## src/rtl/sixbitpow_seq.sv

```systemverilog
// rtl/sixbitpow_seq.sv - sequential ain^bin controller, one multiply per clock
//
// Computes ain^bin mod 2^WIDTH by repeated multiplication. It also keeps a
// sticky flag for any product bits lost to truncation.
//
// Ports:
//   clk       system clock, rising edge
//   rst       asynchronous active-high reset
//   start     request an operation; sampled only in IDLE
//   ain, bin  base and exponent, captured when start is accepted
//   pow       registered result, updated on entry to DONE
//   overflow  registered flag, set when the true power exceeds 2^WIDTH-1
//   busy      high in RUN and DONE
//   done      one-cycle pulse while in DONE
module sixbitpow_seq #(
   parameter int WIDTH = 6
) (
   input  logic             clk,
   input  logic             rst,
   input  logic             start,
   input  logic [WIDTH-1:0] ain,
   input  logic [WIDTH-1:0] bin,
   output logic [WIDTH-1:0] pow,
   output logic             overflow,
   output logic             busy,
   output logic             done
);

   typedef enum logic [1:0] {
      IDLE = 2'd0,
      RUN  = 2'd1,
      DONE = 2'd2
   } state_t;

   localparam logic [WIDTH-1:0] ONE = {{(WIDTH-1){1'b0}}, 1'b1};

   state_t           state;
   state_t           state_nxt;
   logic [WIDTH-1:0] a_q;
   logic [WIDTH-1:0] acc;
   logic [WIDTH-1:0] cnt;
   logic             ovf_q;
   logic             cnt_zero;
   logic [2*WIDTH-1:0] prod;

   assign cnt_zero = (cnt == '0);

   // The full-width product exposes the bits dropped by truncation. Those
   // bits feed the sticky overflow flag. The low half is exact mod 2^WIDTH.
   assign prod = {{WIDTH{1'b0}}, acc} * {{WIDTH{1'b0}}, a_q};

   always_ff @(posedge clk or posedge rst) begin
      if (rst) begin
         state <= IDLE;
      end else begin
         state <= state_nxt;
      end
   end

   always_comb begin
      state_nxt = state;
      busy      = 1'b0;
      done      = 1'b0;
      case (state)
         IDLE: begin
            if (start) begin
               state_nxt = RUN;
            end
         end
         RUN: begin
            busy = 1'b1;
            if (cnt_zero) begin
               state_nxt = DONE;
            end
         end
         DONE: begin
            busy      = 1'b1;
            done      = 1'b1;
            state_nxt = IDLE;
         end
         default: begin
            state_nxt = IDLE;
         end
      endcase
   end

   always_ff @(posedge clk or posedge rst) begin
      if (rst) begin
         a_q      <= '0;
         acc      <= ONE;
         cnt      <= '0;
         ovf_q    <= 1'b0;
         pow      <= '0;
         overflow <= 1'b0;
      end else begin
         case (state)
            IDLE: begin
               if (start) begin
                  a_q   <= ain;
                  cnt   <= bin;
                  acc   <= ONE;
                  ovf_q <= 1'b0;
               end
            end
            RUN: begin
               if (!cnt_zero) begin
                  acc   <= prod[WIDTH-1:0];
                  ovf_q <= ovf_q | (prod[2*WIDTH-1:WIDTH] != '0);
                  cnt   <= cnt - ONE;
               end else begin
                  // pow and overflow change only here, so they hold the
                  // previous result for the whole of RUN.
                  pow      <= acc;
                  overflow <= ovf_q;
               end
            end
            default: begin
            end
         endcase
      end
   end

endmodule
```

## config.mk

```make
export PLATFORM = sky130hd
export DESIGN_NAME = sixbitpow_seq
export DESIGN_NICKNAME = d
export VERILOG_FILES = /design/src/rtl/sixbitpow_seq.sv
export SDC_FILE = /design/constraint.sdc
export NUM_CORES = 1
export LEC_CHECK = 0
export ABC_AREA = 1
export ABC_CLOCK_PERIOD_IN_PS = 3700
export BUFFER_PORTS_ARGS = -buffer_cell sky130_fd_sc_hd__buf_4
export CAP_MARGIN = 20
export CORE_MARGIN = 1.5
export CORE_UTILIZATION = 46
export DETAILED_ROUTE_END_ITERATION = 16
export GPL_TIMING_DRIVEN = 0
export PLACE_DENSITY_LB_ADDON = 0.12
export SLEW_MARGIN = 20
export SYNTH_ARGS = -nofsm -noshare
export SYNTH_HDL_FRONTEND = slang
export SYNTH_SLANG_ARGS = --single-unit
```

## constraint.sdc

```tcl
create_clock -name clk -period 3.7 [get_ports clk]
set_input_delay 0.37 -clock clk [delete_from_list [all_inputs] [get_ports clk]]
set_output_delay 0.37 -clock clk [all_outputs]
set_load 0.02 [all_outputs]
```

==> flow_metrics.env, run 1 <==
export IMPL_status="finished clean"
export IMPL_fin_crit_sh_pct=93.7
export IMPL_synth_seq_area_share_pct=28.4
export IMPL_die_height_um=76.3
export IMPL_hp_class="input pin to asynchronous set/reset pin"
export IMPL_seqPwrFrac_pct=28.7
export IMPL_p_leak_nw=1.60
export IMPL_synthesis_area_um2=2470
export IMPL_yosysMostFrequentCell="nand2_1"
export IMPL_grt_usage_pct=18.5
export IMPL_synth_top_cell_by_area="dfrtp_1"
export IMPL_fillCellCount=516
export IMPL_synthCells=320
export IMPL_antenna_found_initial=0
export IMPL_ys_ff_latch=28
export IMPL_tightest_slew_ns=0.461
export IMPL_synth_warnings=0
export IMPL_wl_um=5190
export IMPL_antenna_cells=0
export IMPL_dr_pass1_iters=4
export IMPL_numCtsBuffers=3
export IMPL_cts_tree="done"
export IMPL_cp_required_ns=3.86
export IMPL_vdd_ir_drop_max_v=0.000476
export IMPL_p_clk_share_pct=8.9
export IMPL_drive_gt1_share_pct=15.7
export IMPL_dpl_hpwl_um=4080
export IMPL_fin_crit_ns=3.47
export IMPL_end_kind="flop"
export IMPL_setup_viol=0
export IMPL_path_class="flop to flop"
export IMPL_hold_viol=0
export IMPL_total_power_mw=2.10
export IMPL_fin_skew_ns=0.00367
export IMPL_maxSlewViolCount=0
export IMPL_pin_count=24
export IMPL_crit_fanout=7
export IMPL_start_util_pct=48.1
export IMPL_syn_num_nets=378
export IMPL_p_comb_share_pct=62.4
export IMPL_drt_first_iter_violations=85
export IMPL_internal_power_mw=1.08
export IMPL_vias_per_cell=4.94
export IMPL_grt_max_degree=19
export IMPL_numPortBuffers=23
export IMPL_syn2layout_area_growth_pct=15.3
export IMPL_route_vias_total=2075
export IMPL_rsz0062_at_grt="false"
export IMPL_seqCellArea_um2=711
export IMPL_cts_buffer_depth=2
export IMPL_cap_violations=0
export IMPL_grt_pass1_wl_um=8870
export IMPL_htreeDepth=1
export IMPL_power_density_nw_per_um2=737
export IMPL_root_buffer="clkbuf_8"
export IMPL_fin_util_pct=55.5
export IMPL_synth_top_area_share_pct=27.3
export IMPL_synthTopCellsByArea="dfrtp_1 27%, nand2_1 14%, fa_1 14%"
export IMPL_postRouteAntennaNets=0
export IMPL_grt_pass1_vias=1967
export IMPL_p_sw_mw=1.02
export IMPL_synth_flop_cell="dfrtp_1"
export IMPL_fp_dieW_um=76.3
export IMPL_cp_data_arrival_time_ns=3.63
export IMPL_fin_hold_ws_ns=0.100
export IMPL_fmax_ghz=0.289
export IMPL_synth_area_per_cell_um2=7.73
export IMPL_drc=0
export IMPL_cts_sinks=28
export IMPL_wl_per_cell_um=12.4
export IMPL_core_area_um2=5140
export IMPL_fp_dieArea_um2=5830
export IMPL_setup_tns_ns=0
export IMPL_synth_edf_count=0
export IMPL_synth_cell_type_count=23
export IMPL_gp_congestion=0.823
export IMPL_grt_overflow=0
export IMPL_fp_row_count=26
export IMPL_critPathLaunchType="flop"
export IMPL_p_sw_share_pct=48.4
export IMPL_clk_pin_slew_worst_paths_ns=0.09
export IMPL_clock_latency_ns=0.27
export IMPL_multiInputGateArea_um2=1490
export IMPL_async_flop_share_pct=100
export IMPL_fin_nets=409
export IMPL_relSlewSlack_pct=69.2
export IMPL_ys_top_cells_by_count="92 x nand2_1, 70 x inv_1, 27 x dfrtp_1"
## worst max-delay path: stages, from the launching register on
cell and delay (ns):
dfstp_2 0.58, nand2_1 0.08, fa_1 0.57, fa_1 0.46, fa_1 0.55, inv_1 0.06
ha_4 0.26, nand2_1 0.09, nand3_1 0.10, nand2_1 0.10, nand2_1 0.06, nand2_1 0.06
nand2_1 0.05, nor2_1 0.10, nand2_1 0.09, nand2_1 0.07, a21oi_1 0.06
## area by class of cell
class | instances | area share, %
Tap cell | 70 | 3.07
Buffer | 4 | 1.05
Clock buffer | 4 | 1.93
Timing Repair Buffer | 26 | 7.11
Inverter | 73 | 9.61
Sequential cell | 28 | 24.9
Multi-Input combinational cell | 215 | 52.3
## final timing paths
kind | start | endpoint | slack [ns] | depth (start not counted)
worst max-delay path | acc[0] | ovf_q | 0.23 | 16
worst min-delay path | rst | pow[1] | 0.10 | 2
worst max register to register | acc[0] | ovf_q | 0.23 | 16
worst min register to register | pow[0] | pow[0] | 0.49 | 2
max in group asynchronous | rst | acc[0] | 3.04 | 3
min in group clk | ain[3] | a_q[3] | 0.33 | 2
## placed cells by master (no fill, tap or decap), types with 4 or more instances in the layout
master / synthesis / layout
nand2_1: 92 / 92
inv_1: 70 / 70
buf_4: 0 / 25
ha_1: 26 / 24
dfrtp_1: 27 / 20
nand3_1: 17 / 17
fa_1: 17 / 17
nor2_1: 14 / 14
o21ai_0: 12 / 12
o21ai_1: 8 / 8
dfrtp_2: 0 / 7
mux2_2: 6 / 6
a21oi_1: 6 / 6
o211ai_1: 4 / 4
clkbuf_8: 0 / 4
## stage by stage
step | instance area [µm²] | std cells | worst slack, ns
floorplan | 2470 | 320 | 0.379
global placement | 2730 | 413 | 0.0817
detailed placement | 2750 | 414 | 0.0872
CTS | 2800 | 418 | 0.0530
global route | 2850 | 420 | 0.0108
finish | 2850 | 420 | 0.234
## logic make-up (layout without fill, tap and decap cells)
| group | Yosys count | in the layout | share of synthesized area [%] |
|---|---|---|---|
| simple gates | 129 | 129 | 21.0 |
| buf+inv | 77 | 107 | 12.3 |
| fa+ha+maj | 43 | 43 | 26.9 |
| compound gates | 34 | 34 | 7.59 |
| flops | 28 | 28 | 28.4 |
| mux | 6 | 6 | 2.73 |
| xor+xnor | 3 | 3 | 1.06 |
## flip-flops by register name, indices dropped and copies added (netlist names)
| name | cells |
|---|---|
| a_q | 6 |
| pow | 6 |
| state | 2 |
| acc | 6 |
| overflow | 1 |
| ovf_q | 1 |
| cnt | 6 |
## layer usage
metal | wire, µm | global-route usage [%] | vias to the layer above
met5 | 0 | 0 | -
met4 | 61 | 4.07 | 0
met3 | 122 | 1.56 | 6
met2 | 2440 | 31.2 | 32
met1 | 2570 | 26.0 | 990
li1 | - | - | 1047
## power by group through the flow
stage | Sequential (mW) | Clock [mW] | Combinational, mW
3_5_place_dp | 0.604 | 0 | 1.25
3_3_place_gp | 0.602 | 0 | 1.22
6_report | 0.605 | 0.186 | 1.31
5_1_grt | 0.627 | 0.206 | 1.50
4_1_cts | 0.601 | 0.194 | 1.26
2_1_floorplan | 0.587 | 0 | 0.920
## what timing repair did
item | CTS | global route
hold buffers | 0 | 0
resized for setup | 0 | 10
buffers inserted | 0 | 2
setup endpoints to repair | 0 | 1
Power figures use the tool's default switching activity.
==> run 2: changes to the inputs <==
--- a/config.mk
+++ b/config.mk
@@ -13,7 +13,7 @@
 export CORE_UTILIZATION = 46
 export DETAILED_ROUTE_END_ITERATION = 16
 export GPL_TIMING_DRIVEN = 0
-export PLACE_DENSITY_LB_ADDON = 0.12
+export PLACE_DENSITY = 0.75
 export SLEW_MARGIN = 20
 export SYNTH_ARGS = -nofsm -noshare
 export SYNTH_HDL_FRONTEND = slang
==> run 2 against run 1 <==
Effect of this change:
- setup slack worse by 0.018 ns
- clock power increased by 28%
- global-route usage fell by 0.78 points
- sequential power hardly changed
- count of clock-buffer cells in the layout fell by 1
- utilization decreased by 0.58 points
- fmax is 0.53% lower
- largest power group unchanged
==> flow_metrics.env, run 2 (synthesis gave the netlist of run 1 again) <==
export IMPL_vdd_ir_drop_max_v=0.000503
export IMPL_pin_count=24
export IMPL_clk_pin_slew_worst_paths_ns=0.10
export IMPL_die_height_um=76.3
export IMPL_htreeDepth=1
export IMPL_fin_crit_sh_pct=94.2
export IMPL_slowest_stage="dfstp_2"
export IMPL_wl_per_cell_um=11.7
export IMPL_dpl_hpwl_um=3930
export IMPL_r2r_start="acc[0]"
export IMPL_cap_violations=0
export IMPL_reg2reg_slack_ns=0.22
export IMPL_hold_viol=0
export IMPL_antenna_found_initial=0
export IMPL_dr_pass1_iters=4
export IMPL_fp_dieW_um=76.3
export IMPL_setup_tns_ns=0
export IMPL_cpPeakStageDelay_ns=0.61
export IMPL_syn2layout_area_growth_pct=14.1
export IMPL_rsz0062_at_grt="false"
export IMPL_layout_common_cells="92 x nand2_1, 69 x inv_1, 25 x ha_1"
export IMPL_drive_gt1_share_pct=14.1
export IMPL_clock_latency_ns=0.28
export IMPL_fillCellCount=507
export IMPL_status="finished clean"
export IMPL_route_vias_total=2045
export IMPL_antenna_cells=0
export IMPL_root_buffer="clkbuf_8"
export IMPL_final_common_cell="nand2_1"
export IMPL_tightest_slew_ns=0.567
export IMPL_cts_tree="done"
export IMPL_hp_class="input pin to asynchronous set/reset pin"
export IMPL_rr_endpoint="ovf_q"
export IMPL_critPathLaunchType="flop"
export IMPL_setup_viol=0
export IMPL_grt_overflow=0
export IMPL_crit_fanout=7
export IMPL_fp_dieArea_um2=5830
export IMPL_cts_hold_buf=0
export IMPL_end_kind="flop"
export IMPL_vias_per_cell=4.90
export IMPL_drt_first_iter_violations=80
export IMPL_grt_pass1_wl_um=8390
export IMPL_fin_hold_ws_ns=0.140
export IMPL_p_leak_nw=1.59
export IMPL_fp_row_count=26
export IMPL_gp_congestion=0.842
export IMPL_power_density_nw_per_um2=746
export IMPL_fin_skew_ns=0.0127
export IMPL_cp_common_cell="nand2_1"
export IMPL_cts_buffer_depth=2
export IMPL_grt_usage_pct=17.7
export IMPL_post_cts_buffers=0
export IMPL_fmax_ghz=0.287
export IMPL_numPortBuffers=23
export IMPL_relSlewSlack_pct=62.2
export IMPL_drc=0
export IMPL_fin_crit_ns=3.48
export IMPL_fin_nets=406
export IMPL_numCtsBuffers=3
export IMPL_grt_max_degree=29
export IMPL_wl_um=4860
export IMPL_core_area_um2=5140
export IMPL_postRouteAntennaNets=0
export IMPL_maxSlewViolCount=0
export IMPL_path_class="flop to flop"
export IMPL_cp_data_arrival_time_ns=3.65
export IMPL_start_util_pct=48.1
export IMPL_seqCellArea_um2=707
export IMPL_crit_chain="nand2_1 -> fa_1 -> fa_1 -> fa_1 -> inv_1 -> ha_4 -> nand2_1 -> nand2_1 -> nand3_1 -> nand3_1 -> nand2_1 -> nor2_1 -> nand2_1 -> nand2_1 -> a21oi_1"
export IMPL_multiInputGateArea_um2=1480
export IMPL_cp_required_ns=3.86
export IMPL_cts_sinks=28
export IMPL_grt_pass1_vias=1991
export IMPL_r2r_cells=15
-- run 2: cell type report --
| class | count | share of cell area (%) |
|---|---|---|
| multi-input cells | 215 | 52.4 |
| flip-flops and latches | 28 | 25.0 |
| inverters | 73 | 9.71 |
| repair buffers | 23 | 6.12 |
| well taps | 70 | 3.10 |
| clock buffers | 3 | 1.46 |
| clock inverters | 1 | 1.06 |
| plain buffers | 4 | 1.06 |
-- run 2: power breakdown --
group | switching [mW] | internal [mW] | leakage, nW
combinational | 0.745 | 0.518 | 1.21
clock | 0.0942 | 0.145 | 0.0357
sequential | 0.160 | 0.444 | 0.347
total | 0.999 | 1.11 | 1.59
-- run 2: layer usage --
layer	wire length, µm	GRT usage (%)	share of wire (%)	vias up
met3	102	1.68	2.1	6
met1	2300	23.1	47	973
li1	-	-	-	1040
met2	2390	30.9	49	26
met5	0	0	0	-
met4	64	5.93	1.3	0
-- run 2: critical path, delay by kind of cell, from the launching register on --
kind	cells	cell delay (ns)
buffers and inverters	1	0.07
adder cells (fa/ha/maj)	4	1.88
AND/OR/NAND/NOR	9	0.74
flip-flops	1	0.61
AO/OA/AOI/OAI	1	0.05
-- run 2: stage by stage --
stage	power, mW	util (%)	setup WS (ns)	instance area [µm²]	std cells
finish	2.11	54.9	0.216	2820	417
global route	2.32	54.9	0.00231	2820	417
CTS	2.09	54.6	0.0728	2810	417
detailed placement	1.84	53.2	0.101	2730	413
global placement	1.81	53.2	0.106	2730	413
floorplan	1.51	-	0.379	2470	320
-- run 2: what timing repair did --
item,4_1_cts,5_1_grt
endpoints found under the hold margin,0,0
gates resized for setup,0,6
endpoints found under the setup margin,0,1
-- run 2: worst max path at each step --
stage,from,end,cells after the start
finish,acc[0],ovf_q,15
global route,acc[0],ovf_q,16
CTS,acc[0],ovf_q,16
detailed placement,acc[0],ovf_q,16
global placement,acc[0],ovf_q,16
floorplan,acc[0],ovf_q,16
